`src/rtl/dram_bank_ctrl.sv`:
```
// dram_bank_ctrl -- single-bank DRAM command sequencer.
//
// Holds one request at a time, opens the row (ACT), issues req_len+1 column
// commands (RD or WR), and closes the row (PRE). It also runs refreshes when
// ref_pending is high. Each command is requested from an external scheduler
// with a *_req/*_gnt handshake. A cycle with both *_req and *_gnt high is the
// cycle the command issues. Every DRAM timing is counted from that cycle.
//
// Build option:
//   BK_OPEN_PAGE_EN  When defined, the row stays open after an access. A
//                    request to the same row issues RD/WR directly. A request
//                    to a different row (or a refresh) precharges first. When
//                    undefined, every request ends with a precharge at the
//                    earliest legal cycle.
//
// Ports:
//   clk, rst                  clock, synchronous active-high reset
//   req_valid/req_ready       request handshake
//   req_id/ra/ca/len/wr       request payload (len = column commands - 1)
//   t_rcd..t_wtp              timing values in cycles (0 is treated as 1)
//   ref_pending / ref_done    refresh due (level) / refresh completed (pulse)
//   *_req / *_gnt             scheduler command requests and grants
//   ba, ra, ca, cur_id        command address and id of the request in service

`ifndef AXI_ID_WIDTH
`define AXI_ID_WIDTH 4
`endif
`ifndef DRAM_RA_WIDTH
`define DRAM_RA_WIDTH 14
`endif
`ifndef DRAM_CA_WIDTH
`define DRAM_CA_WIDTH 10
`endif
`ifndef DRAM_BA_WIDTH
`define DRAM_BA_WIDTH 3
`endif
`ifndef T_RCD_WIDTH
`define T_RCD_WIDTH 8
`endif
`ifndef T_RP_WIDTH
`define T_RP_WIDTH 8
`endif
`ifndef T_RAS_WIDTH
`define T_RAS_WIDTH 8
`endif
`ifndef T_RFC_WIDTH
`define T_RFC_WIDTH 8
`endif
`ifndef T_RTP_WIDTH
`define T_RTP_WIDTH 8
`endif
`ifndef T_WTP_WIDTH
`define T_WTP_WIDTH 8
`endif

module dram_bank_ctrl #(
  parameter int BANK_ID    = 0,
  parameter int BURST_STEP = 4
) (
  input  logic                      clk,
  input  logic                      rst,
  input  logic                      req_valid,
  output logic                      req_ready,
  input  logic [`AXI_ID_WIDTH-1:0]  req_id,
  input  logic [`DRAM_RA_WIDTH-1:0] req_ra,
  input  logic [`DRAM_CA_WIDTH-1:0] req_ca,
  input  logic [3:0]                req_len,
  input  logic                      req_wr,
  input  logic [`T_RCD_WIDTH-1:0]   t_rcd,
  input  logic [`T_RP_WIDTH-1:0]    t_rp,
  input  logic [`T_RAS_WIDTH-1:0]   t_ras,
  input  logic [`T_RFC_WIDTH-1:0]   t_rfc,
  input  logic [`T_RTP_WIDTH-1:0]   t_rtp,
  input  logic [`T_WTP_WIDTH-1:0]   t_wtp,
  input  logic                      ref_pending,
  output logic                      ref_done,
  output logic                      act_req,
  output logic                      rd_req,
  output logic                      wr_req,
  output logic                      pre_req,
  output logic                      ref_req,
  input  logic                      act_gnt,
  input  logic                      rd_gnt,
  input  logic                      wr_gnt,
  input  logic                      pre_gnt,
  input  logic                      ref_gnt,
  output logic [`DRAM_BA_WIDTH-1:0] ba,
  output logic [`DRAM_RA_WIDTH-1:0] ra,
  output logic [`DRAM_CA_WIDTH-1:0] ca,
  output logic [`AXI_ID_WIDTH-1:0]  cur_id
);

  localparam int ID_W = `AXI_ID_WIDTH;
  localparam int RA_W = `DRAM_RA_WIDTH;
  localparam int CA_W = `DRAM_CA_WIDTH;
  localparam int BA_W = `DRAM_BA_WIDTH;

  function automatic int max2(input int a, input int b);
    return (a > b) ? a : b;
  endfunction

  localparam int CNT_W = max2(max2(max2(`T_RCD_WIDTH, `T_RP_WIDTH),
                                   max2(`T_RAS_WIDTH, `T_RFC_WIDTH)),
                              max2(`T_RTP_WIDTH, `T_WTP_WIDTH));

  typedef enum logic [2:0] {
    CLOSED, ACT_WAIT, OPEN, ACCESS, PRE_WAIT, REF_WAIT
  } state_t;

  // A counter loaded at issue cycle n with t-1 reads 0 at cycle n+t.
  // A timing value of 0 behaves like 1.
  function automatic logic [CNT_W-1:0] load_val(input logic [CNT_W-1:0] t);
    return (t == '0) ? '0 : t - CNT_W'(1);
  endfunction

  function automatic logic [CNT_W-1:0] sat_dec(input logic [CNT_W-1:0] c);
    return (c == '0) ? '0 : c - CNT_W'(1);
  endfunction

  state_t            state_q, state_d;
  logic              vld_q, vld_d;
  logic              wr_q, wr_d;
  logic [ID_W-1:0]   id_q, id_d;
  logic [RA_W-1:0]   row_q, row_d;
  logic [CA_W-1:0]   col_q, col_d;
  logic [3:0]        len_q, len_d;
  logic [CNT_W-1:0]  rcd_cnt_q, rcd_cnt_d;
  logic [CNT_W-1:0]  ras_cnt_q, ras_cnt_d;
  logic [CNT_W-1:0]  rw2pre_cnt_q, rw2pre_cnt_d;  // tRTP or tWTP after last column command
  logic [CNT_W-1:0]  rp_cnt_q, rp_cnt_d;
  logic [CNT_W-1:0]  rfc_cnt_q, rfc_cnt_d;

  logic row_hit;
  logic close_row;
  logic issue_ok;
  logic pre_ok;
  logic can_open;
  logic accept;

`ifdef BK_OPEN_PAGE_EN
  logic [RA_W-1:0] open_row_q, open_row_d;

  assign row_hit   = vld_q && (row_q == open_row_q);
  // An open row closes only on a miss, or for a refresh when nothing is stored.
  assign close_row = vld_q ? !row_hit : ref_pending;
`else
  assign row_hit   = 1'b0;
  assign close_row = 1'b1;
`endif

  assign req_ready = !vld_q && !ref_pending && !rst;
  assign accept    = req_valid && req_ready;

  // In ACT_WAIT the first column command goes out as soon as tRCD expires.
  // It does not wait for a state change, so RD/WR can land exactly at ACT+tRCD.
  assign issue_ok = (state_q == ACCESS) ||
                    ((state_q == ACT_WAIT) && (rcd_cnt_q == '0)) ||
                    ((state_q == OPEN) && row_hit);
  assign pre_ok   = (state_q == OPEN) && !row_hit && close_row &&
                    (ras_cnt_q == '0) && (rw2pre_cnt_q == '0);
  assign can_open = (state_q == CLOSED) && (rp_cnt_q == '0) && (rfc_cnt_q == '0);

  assign ba     = BA_W'(BANK_ID);
  assign ra     = row_q;
  assign ca     = col_q;
  assign cur_id = id_q;

  always_comb begin
    state_d      = state_q;
    vld_d        = vld_q;
    wr_d         = wr_q;
    id_d         = id_q;
    row_d        = row_q;
    col_d        = col_q;
    len_d        = len_q;
    rcd_cnt_d    = sat_dec(rcd_cnt_q);
    ras_cnt_d    = sat_dec(ras_cnt_q);
    rw2pre_cnt_d = sat_dec(rw2pre_cnt_q);
    rp_cnt_d     = sat_dec(rp_cnt_q);
    rfc_cnt_d    = sat_dec(rfc_cnt_q);
`ifdef BK_OPEN_PAGE_EN
    open_row_d   = open_row_q;
`endif
    act_req      = 1'b0;
    rd_req       = 1'b0;
    wr_req       = 1'b0;
    pre_req      = 1'b0;
    ref_req      = 1'b0;
    ref_done     = 1'b0;

    if (accept) begin
      vld_d = 1'b1;
      wr_d  = req_wr;
      id_d  = req_id;
      row_d = req_ra;
      col_d = req_ca;
      len_d = req_len;
    end

    // The branches below are mutually exclusive, so at most one command
    // request is raised per cycle.
    if (issue_ok) begin
      rd_req = !wr_q;
      wr_req = wr_q;
      if (wr_q ? wr_gnt : rd_gnt) begin
        col_d = col_q + CA_W'(BURST_STEP);
        if (len_q == 4'd0) begin
          vld_d        = 1'b0;
          state_d      = OPEN;
          rw2pre_cnt_d = wr_q ? load_val(CNT_W'(t_wtp)) : load_val(CNT_W'(t_rtp));
        end else begin
          len_d   = len_q - 4'd1;
          state_d = ACCESS;
        end
      end
    end else if (pre_ok) begin
      pre_req = 1'b1;
      if (pre_gnt) begin
        rp_cnt_d = load_val(CNT_W'(t_rp));
        state_d  = (load_val(CNT_W'(t_rp)) == '0) ? CLOSED : PRE_WAIT;
      end
    end else if (can_open) begin
      // A stored request is already in service, so it wins over a refresh.
      if (vld_q) begin
        act_req = 1'b1;
        if (act_gnt) begin
          rcd_cnt_d = load_val(CNT_W'(t_rcd));
          ras_cnt_d = load_val(CNT_W'(t_ras));
          state_d   = ACT_WAIT;
`ifdef BK_OPEN_PAGE_EN
          open_row_d = row_q;
`endif
        end
      end else if (ref_pending) begin
        ref_req = 1'b1;
        if (ref_gnt) begin
          rfc_cnt_d = load_val(CNT_W'(t_rfc));
          state_d   = REF_WAIT;
        end
      end
    end

    // PRE_WAIT exits as tRP expires, so the bank reads CLOSED at PRE+tRP.
    if ((state_q == PRE_WAIT) && (rp_cnt_q <= CNT_W'(1))) begin
      state_d = CLOSED;
    end

    if ((state_q == REF_WAIT) && (rfc_cnt_q == '0)) begin
      ref_done = 1'b1;
      state_d  = CLOSED;
    end
  end

  always_ff @(posedge clk) begin
    if (rst) begin
      state_q      <= CLOSED;
      vld_q        <= 1'b0;
      wr_q         <= 1'b0;
      id_q         <= '0;
      row_q        <= '0;
      col_q        <= '0;
      len_q        <= '0;
      rcd_cnt_q    <= '0;
      ras_cnt_q    <= '0;
      rw2pre_cnt_q <= '0;
      rp_cnt_q     <= '0;
      rfc_cnt_q    <= '0;
`ifdef BK_OPEN_PAGE_EN
      open_row_q   <= '0;
`endif
    end else begin
      state_q      <= state_d;
      vld_q        <= vld_d;
      wr_q         <= wr_d;
      id_q         <= id_d;
      row_q        <= row_d;
      col_q        <= col_d;
      len_q        <= len_d;
      rcd_cnt_q    <= rcd_cnt_d;
      ras_cnt_q    <= ras_cnt_d;
      rw2pre_cnt_q <= rw2pre_cnt_d;
      rp_cnt_q     <= rp_cnt_d;
      rfc_cnt_q    <= rfc_cnt_d;
`ifdef BK_OPEN_PAGE_EN
      open_row_q   <= open_row_d;
`endif
    end
  end

endmodule

```
`config.mk`:
```
export PLATFORM = sky130hd
export DESIGN_NAME = dram_bank_ctrl
export DESIGN_NICKNAME = d
export VERILOG_FILES = /design/src/rtl/dram_bank_ctrl.sv
export SDC_FILE = /design/constraint.sdc
export NUM_CORES = 1
export LEC_CHECK = 0
export ABC_AREA = 1
export BUFFER_PORTS_ARGS = -buffer_cell sky130_fd_sc_hd__buf_2
export CAP_MARGIN = 20
export CORE_ASPECT_RATIO = 0.8
export CORE_UTILIZATION = 58
export DETAILED_ROUTE_END_ITERATION = 6
export HOLD_SLACK_MARGIN = 0.03
export PLACE_DENSITY = 0.86
export RECOVER_POWER = 100
export SYNTH_ARGS = -nofsm -noshare
export SYNTH_HDL_FRONTEND = slang
export SYNTH_SLANG_ARGS = --single-unit
```
`constraint.sdc`:
```
create_clock -name clk -period 3.3 [get_ports clk]
set_input_delay 0.66 -clock clk [delete_from_list [all_inputs] [get_ports clk]]
set_output_delay 0.66 -clock clk [all_outputs]
set_load 0.02 [all_outputs]
```
==> summary.txt <==
Outcome
  • Outcome: finished clean

Die
  • DIE WIDTH: 107 µm
  • Die height: 86.2 µm
  • Total Die Area: 0.00924 mm²
  • Initial core utilization: 0.603
  • I/O pin count: 128
  • Core Rows: 30
  • Core area: 0.00852 mm²

Power
  • Peak supply drop: 0.325 mV
  • Leakage: 0.00283 µW
  • PwrDens: 691 mW/mm²

Cells and area
  • Most frequent cells in the layout: nand2_1 (179), inv_1 (105), nor2_1 (91), buf_2 (91), dfxtp_1 (77)
  • Layout cells sized above 1: 0.143
  • Area growth, synth to finish: 16.5%
  • Storage cell area: 0.00154 mm²
  • Antenna Cells: 0
  • # fillers: 749
  • Area of the multi-input gates: 0.00303 mm²
  • Non-filler instance count after layout: 1021
  • Nets: 1015
  • Most common cell after layout, fill and taps aside: nand2_1

GRT
  • Antenna violations before repair: 0
  • Gr ovfl total: 0
  • GRT Total Usage: 0.262
  • Vias in the first global route: 4718
  • Largest net degree at the start of global routing: 35
  • Global-route wire length before repair: 19600 µm

Yosys
  • Async S/R FF share, synth: 0
  • Post-synth top area share: 0.300
  • Post-synth cell types: 41
  • Synthesis-stage register bit count: 77
  • Mapped Cells: 785
  • Dominant cell type by area after synthesis: dfxtp_1
  • Syn_area_per_cell: 6.54 µm²
  • Post-synth EDFFs: 0
  • Primary FF master, synth: dfxtp_1
  • Yosys warns: 0
  • Mapped cell area: 0.00513 mm²
  • Top cells by area, synth: dfxtp_1 (30%), nand2_1 (13%), inv_1 (7.6%), a21oi_1 (6.9%), nor2_1 (6.4%)
  • Register area share after synthesis: 0.300

Setup path
  • Setup CP Type: reg -> out
  • Critical-path cell list: inv_1, ha_1, inv_1, nor2_1, nand2_1, nor2_1, nand3_4, nor2_1, clkbuf_1
  • CP Max Fanout: 7
  • Critical-path top delay cell: nor2_1
  • Reg2reg setup slack: 0.57 ns
  • Worst path max stage delay: 0.37 ns
  • Critical path arrival: 2.15 ns
  • Crit-path most repeated cell: nor2_1
  • Req. time, crit path: 2.64 ns
  • Crit. End Element: output port
  • Worst Setup Start Kind: flop

Timing
  • FMAX: 355 MHz
  • Clock skew: 0.0124 ns
  • Count of final setup violators: 0
  • Setup TNS: 0 ns
  • Slew HR: 0.378
  • Count of pins over their slew limit: 0
  • Final min period: 2.81 ns
  • Tcrit/Tclk final: 0.853
  • Unrepaired setup endpoints after global routing: false
  • Final Hold Vio Count: 0
  • Worst-Margin Slew: 0.933 ns

Clock network
  • Clk Latency, worst-skew pair: 0.35 ns
  • CTS root buf: clkbuf_8
  • Resize count post-CTS: 0
  • Max Buffers Root-to-Sink: 2
  • H-tree lvl count: 3
  • CTS Buf Count: 9
  • Hold-fix buffers, CTS: 0
  • CTS tree: yes
  • Clock slew at reported path FFs: 0.08 ns
  • CTS sink cnt: 77
  • Number of setup buffers added after CTS: 0

Drt
  • Drt first pass iters: 7
  • DRT Wirelength: 11900 µm
  • Iter 0 DRT Violations: 262
  • Drt wl/cell: 11.6 µm
  • DRC: 0
  • Remaining antenna violation count: 0
  • Avg Vias per Cell: 5.12
  • Vias: 5227

Place
  • DP Wirelength: 9140 µm
  • Cells after DPL: 1005
  • Placer Congestion: 0.829
  • PortBufs: 124

Worst hold path
  • Worst min path class: reg -> reg

Run
  • Max cap viols: 0
power by group:
| group | switching (µW) | internal, µW | leakage, µW | total, µW |
|---|---|---|---|---|
| Clock | 364 | 584 | 0.000134 | 948 |
| Combinational | 1170 | 704 | 0.00206 | 1870 |
| Sequential | 156 | 1160 | 0.000631 | 1310 |
area by class of cell:
type,count,share of cell area
Tap cell,112,0.0234
Clock inverter,7,0.0245
Sequential cell,77,0.258
Inverter,108,0.0677
Timing Repair Buffer,126,0.0993
Multi-Input combinational cell,582,0.507
Clock buffer,9,0.0207
flip-flops by register name, indices dropped and copies added, names as in the netlist:
register      flops
state_q           3
ra               14
rfc_cnt_q         8
rcd_cnt_q         8
rp_cnt_q          8
len_q             4
rw2pre_cnt_q      8
cur_id            4
wr_q              1
vld_q             1
ca               10
ras_cnt_q         8
final timing paths:
path | from | endpoint | depth (start not counted)
worst min-delay path | cur_id[0] | cur_id[0] | 2
worst max register to register | rfc_cnt_q[0] | ras_cnt_q[4] | 11
worst max-delay path | rfc_cnt_q[0] | act_req | 9
worst min register to register | cur_id[0] | cur_id[0] | 2
routing by layer:
metal  vias to the layer above  share of wire  global-route usage
li1                       2759              -                   -
met1                      2308           0.48               0.344
met2                       147           0.45               0.429
met3                        13          0.060              0.0570
met4                         0          0.014              0.0884
met5                         -              0                   0
stage by stage:
stage	cell area, µm²	hold WS [ns]	utilization	power (µW)	worst slack (ns)
after floorplan	5140	0.457	-	2800	1.24
after global placement	5810	0.452	0.682	3160	1.15
after detailed placement	5810	0.453	0.682	3200	1.11
after CTS	6080	0.466	0.714	4170	0.717
after global routing	5980	0.494	0.702	4460	0.289
final	5980	0.468	0.702	4140	0.485
cells by family after synthesis:
logic type | share of synthesized area
buffers and inverters | 0.0994
other | 0.000730
DFF | 0.300
adders and majority gates | 0.0512
AOI/OAI and AO/OA | 0.154
xor gates and xnor gates | 0.0716
and+or+nand+nor | 0.323
synthesized netlist by cell type, types with 2 or more instances:
cell type	n
a21oi_1	71
a21oi_2	2
a31oi_1	7
buf_2	3
buf_4	5
clkbuf_1	11
dfxtp_1	77
ha_1	21
inv_1	104
inv_2	4
nand2_1	177
nand2_2	3
nand3_1	44
nand3_2	3
nand4_1	4
nor2_1	87
nor2_2	3
nor2_4	6
nor2_8	2
nor3_1	21
nor3b_1	3
nor4_1	4
o21ai_0	51
o21ai_1	3
o21bai_1	2
o22ai_1	8
o31ai_1	2
or2_2	4
xnor2_1	9
xor2_1	33
worst max-delay path: cells and delay by family, from the launching register on:
kind                     cells  cell delay, ns
adder cells (fa/ha/maj)      1            0.18
AND/OR/NAND/NOR              5            0.93
flip-flops                   1            0.31
buffers and inverters        3            0.39
Note: power is estimated with default switching activity, not from simulation.
